===== config.mk =====
export PLATFORM = sky130hd
export DESIGN_NAME = count_monitor
export DESIGN_NICKNAME = d
export VERILOG_FILES = /design/src/rtl/count_monitor_pkg.sv /design/src/rtl/count_delta_classify.sv /design/src/rtl/count_monitor.sv
export SDC_FILE = /design/constraint.sdc
export NUM_CORES = 1
export LEC_CHECK = 0
export ABC_AREA = 0
export CORE_MARGIN = 2
export CORE_UTILIZATION = 29
export DETAILED_ROUTE_END_ITERATION = 12
export MAX_ROUTING_LAYER = met4
export PLACE_DENSITY_LB_ADDON = 0.05
export SLEW_MARGIN = 5
export SYNTH_ARGS = -nofsm -noshare
export SYNTH_HDL_FRONTEND = slang
export SYNTH_SLANG_ARGS = --single-unit
export TNS_END_PERCENT = 1

===== constraint.sdc =====
create_clock -name clk -period 3.05 [get_ports clk]
set_clock_uncertainty 0.15 [all_clocks]
set_input_delay 0.4575 -clock clk [delete_from_list [all_inputs] [get_ports clk]]
set_output_delay 0.4575 -clock clk [all_outputs]
set_load 0.03 [all_outputs]

===== src/rtl/count_monitor_pkg.sv =====
// Shared types and constants for the count_monitor receive-side checker.
// Direction encoding matches the up/down counter's select input.
package count_monitor_pkg;

  // Monitor FSM states.
  typedef enum logic [1:0] {
    EMPTY,
    ACQ,
    LOCKED
  } state_e;

  // Classification of one qualified sample against the previous one.
  typedef enum logic [1:0] {
    HOLD,
    UP,
    DOWN,
    JUMP
  } delta_class_e;

  // Direction values, identical to the counter's select encoding.
  localparam logic DIR_UP   = 1'b0;
  localparam logic DIR_DOWN = 1'b1;

  // Width of the consecutive-step run counter (LOCK_N is at most 15).
  localparam int RUN_W = 4;

endpackage : count_monitor_pkg


===== src/rtl/count_delta_classify.sv =====
// Combinational classifier: compares the previous and current count values
// modulo 2^BITS and reports HOLD / UP / DOWN / JUMP plus a wrap flag for
// steps that cross the max <-> 0 boundary.
module count_delta_classify
  import count_monitor_pkg::*;
#(
  parameter int BITS = 4
) (
  input  logic [BITS-1:0] prev,
  input  logic [BITS-1:0] count_in,
  output delta_class_e    cls,
  output logic            wrap
);

  localparam logic [BITS-1:0] ALL_ONES = '1;
  localparam logic [BITS-1:0] ONE      = BITS'(1);

  logic [BITS-1:0] delta;

  // Subtraction wraps naturally at BITS, giving delta mod 2^BITS.
  assign delta = count_in - prev;

  // Decode the delta into a class and flag boundary-crossing steps.
  always_comb begin
    // NOTE: every output gets a default before any branch, so no path can
    // leave it unassigned and infer a latch.
    cls  = JUMP;
    wrap = 1'b0;
    if (delta == '0) begin
      cls = HOLD;
    end else if (delta == ONE) begin
      cls = UP;
    end else if (delta == ALL_ONES) begin
      cls = DOWN;
    end
    wrap = ((cls == UP)   && (prev == ALL_ONES)) ||
           ((cls == DOWN) && (prev == '0));
  end

endmodule : count_delta_classify


===== src/rtl/count_monitor.sv =====
// count_monitor: watches a counter's count bus, recovers its direction,
// pulses on legal steps, wrap-arounds and illegal jumps, and reports lock
// after LOCK_N consecutive same-direction steps.
// Optional statistics counters (up/down/jump) are built when the macro
// COUNT_MONITOR_STATS_EN is defined; they are absent otherwise.
module count_monitor
  import count_monitor_pkg::*;
#(
  parameter int BITS   = 4,
  parameter int LOCK_N = 4,
  parameter int STAT_W = 16
) (
  input  logic              clk,
  input  logic              rst,
  input  logic              sample_en,
  input  logic [BITS-1:0]   count_in,
  output logic              dir,
  output logic              locked,
  output logic              step,
  output logic              wrap,
  output logic              err
`ifdef COUNT_MONITOR_STATS_EN
  ,
  output logic [STAT_W-1:0] up_cnt,
  output logic [STAT_W-1:0] down_cnt,
  output logic [STAT_W-1:0] err_cnt
`endif
);

  // Reject configurations the run counter or classifier cannot handle.
  if (BITS < 2 || LOCK_N < 1 || LOCK_N > 15 || STAT_W < 1) begin : g_bad_param
    $error("count_monitor: illegal parameter combination");
  end

  localparam logic [RUN_W-1:0] LOCK_RUN = RUN_W'(LOCK_N);

  state_e             state_q, state_d;
  logic [BITS-1:0]    prev_q, prev_d;
  logic [RUN_W-1:0]   run_q, run_d;
  logic               dir_q, dir_d;
  logic               locked_q, locked_d;
  logic               step_q, step_d;
  logic               wrap_q, wrap_d;
  logic               err_q, err_d;

  delta_class_e       cls;
  logic               cls_wrap;
  logic               step_dir;

  count_delta_classify #(
    .BITS (BITS)
  ) u_classify (
    .prev     (prev_q),
    .count_in (count_in),
    .cls      (cls),
    .wrap     (cls_wrap)
  );

  assign step_dir = (cls == DOWN) ? DIR_DOWN : DIR_UP;

  // Next-state, run counter, direction and pulse decode for one sample.
  always_comb begin
    state_d = state_q;
    prev_d  = prev_q;
    run_d   = run_q;
    dir_d   = dir_q;
    step_d  = 1'b0;
    wrap_d  = 1'b0;
    err_d   = 1'b0;

    if (sample_en) begin
      prev_d = count_in;
      unique case (state_q)
        EMPTY: begin
          // First sample only seeds prev.
          state_d = ACQ;
          run_d   = '0;
        end
        ACQ: begin
          unique case (cls)
            UP, DOWN: begin
              step_d = 1'b1;
              wrap_d = cls_wrap;
              if ((run_q != '0) && (step_dir == dir_q)) begin
                run_d = run_q + RUN_W'(1);
              end else begin
                // Fresh run or reversal: restart counting in the new direction.
                dir_d = step_dir;
                run_d = RUN_W'(1);
              end
              if (run_d == LOCK_RUN) begin
                state_d = LOCKED;
              end
            end
            JUMP: begin
              err_d = 1'b1;
              run_d = '0;
            end
            default: ;
          endcase
        end
        LOCKED: begin
          unique case (cls)
            UP, DOWN: begin
              // Reversals are legal once locked; direction just follows.
              step_d = 1'b1;
              wrap_d = cls_wrap;
              dir_d  = step_dir;
            end
            JUMP: begin
              err_d   = 1'b1;
              run_d   = '0;
              state_d = ACQ;
            end
            default: ;
          endcase
        end
        default: begin
          state_d = EMPTY;
          run_d   = '0;
        end
      endcase
    end

    locked_d = (state_d == LOCKED);
  end

  // State and registered outputs; everything clears on reset.
  always_ff @(posedge clk or posedge rst) begin
    // NOTE: non-blocking assignments so every flop samples pre-edge values.
    if (rst) begin
      state_q  <= EMPTY;
      prev_q   <= '0;
      run_q    <= '0;
      dir_q    <= DIR_UP;
      locked_q <= 1'b0;
      step_q   <= 1'b0;
      wrap_q   <= 1'b0;
      err_q    <= 1'b0;
    end else begin
      state_q  <= state_d;
      prev_q   <= prev_d;
      run_q    <= run_d;
      dir_q    <= dir_d;
      locked_q <= locked_d;
      step_q   <= step_d;
      wrap_q   <= wrap_d;
      err_q    <= err_d;
    end
  end

  assign dir    = dir_q;
  assign locked = locked_q;
  assign step   = step_q;
  assign wrap   = wrap_q;
  assign err    = err_q;

`ifdef COUNT_MONITOR_STATS_EN
  localparam logic [STAT_W-1:0] STAT_MAX = '1;

  logic [STAT_W-1:0] up_cnt_q, up_cnt_d;
  logic [STAT_W-1:0] down_cnt_q, down_cnt_d;
  logic [STAT_W-1:0] err_cnt_q, err_cnt_d;

  // Saturating event counters, advanced alongside their matching pulses.
  always_comb begin
    up_cnt_d   = up_cnt_q;
    down_cnt_d = down_cnt_q;
    err_cnt_d  = err_cnt_q;
    if (step_d && (cls == UP) && (up_cnt_q != STAT_MAX)) begin
      up_cnt_d = up_cnt_q + STAT_W'(1);
    end
    if (step_d && (cls == DOWN) && (down_cnt_q != STAT_MAX)) begin
      down_cnt_d = down_cnt_q + STAT_W'(1);
    end
    if (err_d && (err_cnt_q != STAT_MAX)) begin
      err_cnt_d = err_cnt_q + STAT_W'(1);
    end
  end

  // Statistics registers; cleared only by reset.
  always_ff @(posedge clk or posedge rst) begin
    if (rst) begin
      up_cnt_q   <= '0;
      down_cnt_q <= '0;
      err_cnt_q  <= '0;
    end else begin
      up_cnt_q   <= up_cnt_d;
      down_cnt_q <= down_cnt_d;
      err_cnt_q  <= err_cnt_d;
    end
  end

  assign up_cnt   = up_cnt_q;
  assign down_cnt = down_cnt_q;
  assign err_cnt  = err_cnt_q;
`endif

endmodule : count_monitor


Yosys cells after proc, flatten, opt, wreduce, memory -nomap -nowiden
Cells that the tools add are included.
Widths: inputs -> output; s select.
{"block": "op_classes", "n_addsub": 2, "n_eq_ne": 16, "mux": 29, "reduce_logical": 13}
{"operator": "$mux 4", "n": 5}
{"operator": "$pmux 4 s2", "n": 2}
{"operator": "$mux 1", "n": 14}
{"operator": "$mux 2", "n": 6}
{"operator": "$eq 2x2->1 const B", "n": 4}
{"operator": "$eq 4x4->1 const B", "n": 2}
{"operator": "$logic_not 4->1", "n": 2}
{"operator": "$ne 2x2->1 const B", "n": 3}
{"operator": "$pmux 2 s3", "n": 1}
{"operator": "$reduce_and 5->1", "n": 1}
{"operator": "$add 4x1->4 const B", "n": 1}
{"operator": "$eq 2x1->1 const B", "n": 2}
{"operator": "$eq 4x1->1 const B", "n": 1}
{"operator": "$eq 4x3->1 const B", "n": 1}
{"operator": "$reduce_bool 4->1", "n": 1}
{"operator": "$reduce_or 2->1", "n": 2}
{"operator": "$sub 4x4->4", "n": 1}
{"operator": "$logic_and 1x1->1", "n": 3}
{"operator": "$ne 3x3->1 const B", "n": 1}
{"operator": "$reduce_and 3->1", "n": 1}
{"operator": "$logic_not 2->1", "n": 1}
{"operator": "$ne 2x1->1 const B", "n": 1}
{"operator": "$pmux 1 s2", "n": 1}
{"operator": "$reduce_bool 2->1", "n": 1}
{"operator": "other kinds (2)", "n": 2}
{"block": "totals", "reg_bits": 15, "output_inout_bits": 5, "elab_cells": 68}

Depth between registers and ports, before layout
{"block": "depth", "word_depth": 19, "depth_mapped": 11}

Hierarchy
A second synthesis with hierarchy kept.
{"block": "unflattened", "hier_cells": 102, "area_unflattened_um2": 1019.7}
{"mod": "count_monitor", "n_inst": 1, "cells_per_inst": 78, "area_per_inst_um2": 838.3}
{"mod": "count_delta_classify", "n_inst": 1, "cells_per_inst": 24, "area_per_inst_um2": 181.4}

Least setup slack after synthesis
OpenSTA, ideal clock, no wires.
{"block": "synth_timing", "path_kind": "input to register", "from": "in count_in[0]", "to": "reg run_q[2]", "setup_time_ps": 65, "arrival_ps": 2762, "t_required_ps": 2835, "path_slack_ps": 73, "cell_stages": 11, "path_buffers": 0, "path_cell_list": "inv_1 ha_1 fa_1 xor2_1 or3_1 mux2_4 ha_1 nand4bb_1 nor4b_2 o21ai_0 nand2_1"}
{"block": "synth_via", "elab_chain_cells": 15}
{"element": "start: declaration", "line_no": "count_monitor.sv:16", "source": "input logic [BITS-1:0] count_in,"}
{"element": "$sub 4x4->4 (*)", "line_no": "count_delta_classify.sv:21", "source": "assign delta = count_in - prev;"}
{"element": "$eq 4x4->1", "line_no": "count_delta_classify.sv:33", "source": "end else if (delta == ALL_ONES) begin"}
{"element": "$mux 1", "line_no": "count_delta_classify.sv:33"}
{"element": "$mux 2", "line_no": "count_delta_classify.sv:31", "source": "end else if (delta == ONE) begin"}
{"element": "$mux 2 (*)", "line_no": "count_delta_classify.sv:29", "source": "if (delta == '0) begin"}
{"element": "$eq 2x2->1", "line_no": "count_monitor.sv:59, count_monitor.sv:80"}
{"element": "$mux 1", "line_no": "count_monitor.sv:59", "source": "assign step_dir = (cls == DOWN) ? DIR_DOWN : DIR_UP;"}
{"element": "$eq 1x1->1", "line_no": "count_monitor.sv:84", "source": "if ((run_q != '0) && (step_dir == dir_q)) begin"}
{"element": "$logic_and 1x1->1", "line_no": "count_monitor.sv:84"}
{"element": "$mux 4", "line_no": "count_monitor.sv:84"}
{"element": "$mux 4", "line_no": "count_monitor.sv:80", "source": "unique case (cls)"}
{"element": "$mux 4", "line_no": "count_monitor.sv:73", "source": "unique case (state_q)"}
{"element": "$mux 4", "line_no": "count_monitor.sv:71", "source": "if (sample_en) begin"}
{"element": "$pmux 4 s2", "line_no": "count_monitor.sv:80"}
{"element": "$pmux 4 s2", "line_no": "count_monitor.sv:73"}
{"element": "end signal: assignment", "line_no": "count_monitor.sv:143", "source": "run_q <= run_d;"}
{"element": "end: declaration", "line_no": "count_monitor.sv:39", "source": "logic [RUN_W-1:0] run_q, run_d;"}
Mark *: on every way between the ends. The rest lies on a longest branch, timed or not. The select of a mux whose other input is x is not followed.
A chain may end at the register's enable or synchronous reset.

Worst setup path after layout
{"block": "layout_timing", "from": "in count_in[0]", "to": "reg run_q[3]"}
The elaborated chain is that of the path after synthesis.

==> flow_summary_export.csv <==
group,metric,value,unit
power_and_ir_drop,internal_power,497,µW
sta,maxSlewHeadroom,58.9,%
worst_setup_path,startpoint_type,"input port",
floorplanning,die_w,65.4,µm
sta,finalCritPeriodShare,96.1,%
sta,rsz0062_at_grt,"no",
floorplanning,initial_core_util,30.1,%
clock_tree,numClockSinks,15,
placement,place_congestion,0.695,
layout,fin_util,41.0,%
sta,max_freq,0.341,GHz
logic_synthesis,netlist_area,1090,µm²
detailed_routing,drcViolationCount,0,
layout,layout-area-overhead-vs-synth,36.4,%
logic_synthesis,synth_top_cell_by_area,"dfrtp_1",
logic_synthesis,synth_fp_nets,126,
layout,drive_gt1_share,30.1,%
run,drv_cap,0,
floorplanning,ioPinCount,12,
floorplanning,die_h,65.4,µm
logic_synthesis,synth_top_family_by_area,"simple AND/OR/NAND/NOR gates",
clock_tree,cts_max_level,1,
placement,dpl.hpwl,1770,µm
logic_synthesis,muxShareOfSynthArea,5.38,%
logic_synthesis,synth-simple-area-share,20.5,%
sta,setup_ws,0.118,ns
detailed_routing,drt-total-wl,2290,µm
sta,tns,0,ns
detailed_routing,route.vias.total,834,
clock_tree,clk_latency,0.25,ns
worst_setup_path,arrival,2.97,ns
grt,grt_overflow,0,
sta,fin_crit,2.93,ns
clock_tree,postCtsHoldBufs,0,
detailed_routing,ant_nets,0,
sta,worst_pin_slew,0.616,ns
logic_synthesis,synth_seq_area_share,34.3,%
clock_tree,ctsLongestPathBuffers,2,
logic_synthesis,yosysMostFrequentCell,"dfrtp_1",
logic_synthesis,ys_top_cells_by_count,"dfrtp_1 (15), ha_1 (13), nand2_1 (12)",
clock_tree,cts_buffers,3,
logic_synthesis,synth.distinct_cells,37,
power_and_ir_drop,p_clk_share,22.2,%
grt,grt_pass1_vias,893,
power_and_ir_drop,power.density,496,nW/µm²
logic_synthesis,synth_area_leaders,"dfrtp_1 (34%), ha_1 (15%), nand2_1 (4.1%)",
logic_synthesis,yosysTopAreaCellShare,34.3,%
power_and_ir_drop,pwr-share-seq,32.6,%
logic_synthesis,ys_seq_elements,15,
layout,layout.nets,155,
power_and_ir_drop,ir_drop,197,µV
logic_synthesis,synthCells,105,
sta,slew_viol_final,0,
power_and_ir_drop,leakagePower,0.000687,µW
worst_setup_path,crit_required,3.09,ns
sta,hold_viol_final,0,
worst_setup_path,worst-setup-path-type,"input port to register",
power_and_ir_drop,pwr-share-comb,45.2,%
floorplanning,die_area,4280,µm²
placement,port_buffers,11,
power_and_ir_drop,switching_share,32.8,%
clock_tree,cts-root-buf,"clkbuf_8",
detailed_routing,dr.pass1.iters,4,
placement,pre_cts_ws,-0.589,ns
run_status,status,"finished, final reports clean",
hold_path,hp-class,"input port to asynchronous set/reset pin",
logic_synthesis,synth-xor-area-share,7.21,%
layout,diodes,0,
layout,fillerInstances,371,
floorplanning,core,3630,µm²
logic_synthesis,synth_edf_count,0,
grt,grt_pass1_wl,3900,µm
logic_synthesis,ys.flop_type,"dfrtp_1",
detailed_routing,wl_per_cell,12.7,µm
grt,track_usage,12.8,%
power_and_ir_drop,net-switching-power,242,µW
logic_synthesis,ys_warn_count,0,
sta,setup_violations,0,
grt,grt_max_degree,16,
logic_synthesis,synthAdderAreaFrac,16.7,%
clock_tree,cts_tree,"built",
logic_synthesis,synth_compound_gate_area_share,12.0,%
logic_synthesis,syn_area_per_cell,10.4,µm²
clock_tree,clkSlewWorstSetupHoldPaths,0.06,ns
detailed_routing,viasPerCell,4.61,
logic_synthesis,synthArstFlopShare,100,%
grt,grt_antenna_before_repair,0,
worst_setup_path,setup.worst_path.end_class,"register",
worst_setup_path,path_max_fanout,3,
floorplanning,rows,22,
detailed_routing,drt_first_iter_violations,28,
## power by group through the flow
stage          registers, µW  logic [µW]  clock network [µW]
6_report                 241         334                 164
5_1_grt                  245         363                 182
4_1_cts                  241         332                 173
3_5_place_dp             245         277                   0
3_3_place_gp             244         277                   0
2_1_floorplan            260         166                   0
## cell type report
class / instances / area [µm²] / share of cell area [%]
clock buffer: 4 / 45.0 / 3.02
inverter: 10 / 37.5 / 2.52
multi-input combinational: 79 / 758 / 50.8
tap: 48 / 60.1 / 4.03
timing repair buffer: 25 / 215 / 14.4
sequential: 15 / 375 / 25.2
## worst max-delay path, stage by stage
cell and delay [ns]:
dlygate4sd2_1 0.23, inv_1 0.05, ha_2 0.18, fa_2 0.44
or3_4 0.40, mux2_4 0.31, ha_4 0.17, nand4bb_4 0.20
nor4b_4 0.34, a22o_2 0.18
## logic make-up (layout without fill, tap and decap cells)
group,after synthesis,after routing
AOI/OAI and AO/OA,19,19
xor gates and xnor gates,6,6
buffers and inverters,11,39
muxes,5,5
and+or+nand+nor,35,35
DFF,15,15
adders and majority gates,14,14
## state kept, by name, summed over array words and instances (netlist names)
register / count
dir: 1
err: 1
locked: 1
prev_q: 4
run_q: 4
state_q: 2
step: 1
wrap: 1
## layout by cell type, fill, tap and decap left out, types with 2 or more instances in the layout
| master | netlist | final |
|---|---|---|
| nand2_1 | 12 | 12 |
| ha_1 | 13 | 8 |
| o21ai_1 | 0 | 2 |
| inv_1 | 10 | 10 |
| nor2b_1 | 3 | 3 |
| mux2_2 | 3 | 3 |
| and3_1 | 2 | 2 |
| dfrtp_1 | 15 | 15 |
| dlygate4sd2_1 | 0 | 2 |
| clkdlybuf4s50_1 | 0 | 8 |
| buf_4 | 0 | 14 |
| clkbuf_8 | 0 | 3 |
| ha_4 | 0 | 3 |
| nand3_1 | 4 | 4 |
| o21ai_0 | 8 | 6 |
| nor2_1 | 3 | 3 |
| nor3_1 | 2 | 2 |
| ha_2 | 0 | 2 |
| a22o_1 | 2 | 2 |
| xnor2_1 | 3 | 3 |
## per-stage QoR
step	total power, µW	instance area (µm²)	hold slack (ns)	instances
finish	739	1490	0.427	181
global route	790	1490	0.435	181
CTS	746	1480	0.422	180
detailed placement	521	1330	0.425	173
global placement	521	1330	0.421	173
floorplan	426	1090	0.209	105
## path summary, 6_finish.rpt
| path | slack, ns | startpoint | depth (start not counted) | end |
|---|---|---|---|---|
| setup / recovery | 0.12 | count_in[0] | 10 | run_q[3] |
| hold / removal | 0.43 | rst | 2 | prev_q[2] |
| setup reg to reg | 0.20 | prev_q[0] | 9 | run_q[3] |
| hold reg to reg | 0.43 | state_q[1] | 1 | state_q[1] |
| max in group asynchronous | 1.92 | rst | 2 | prev_q[3] |
| min in group clk | 0.43 | count_in[0] | 2 | prev_q[0] |
## layer usage
metal / up-vias / global-route usage [%] / share of wire (%)
met5: - / - / 0
met4: 0 / 7.03 / 2.2
met3: 4 / 1.54 / 1.7
met2: 9 / 24.4 / 56
met1: 401 / 12.5 / 40
li1: 420 / - / -
## timing repair
item                                    CTS  global route
resized for setup                        16             1
cloned                                    0             0
endpoints found under the setup margin    8             7
buffers inserted                          3             1
pin swaps                                11             7
Power figures use the tool's default switching activity.
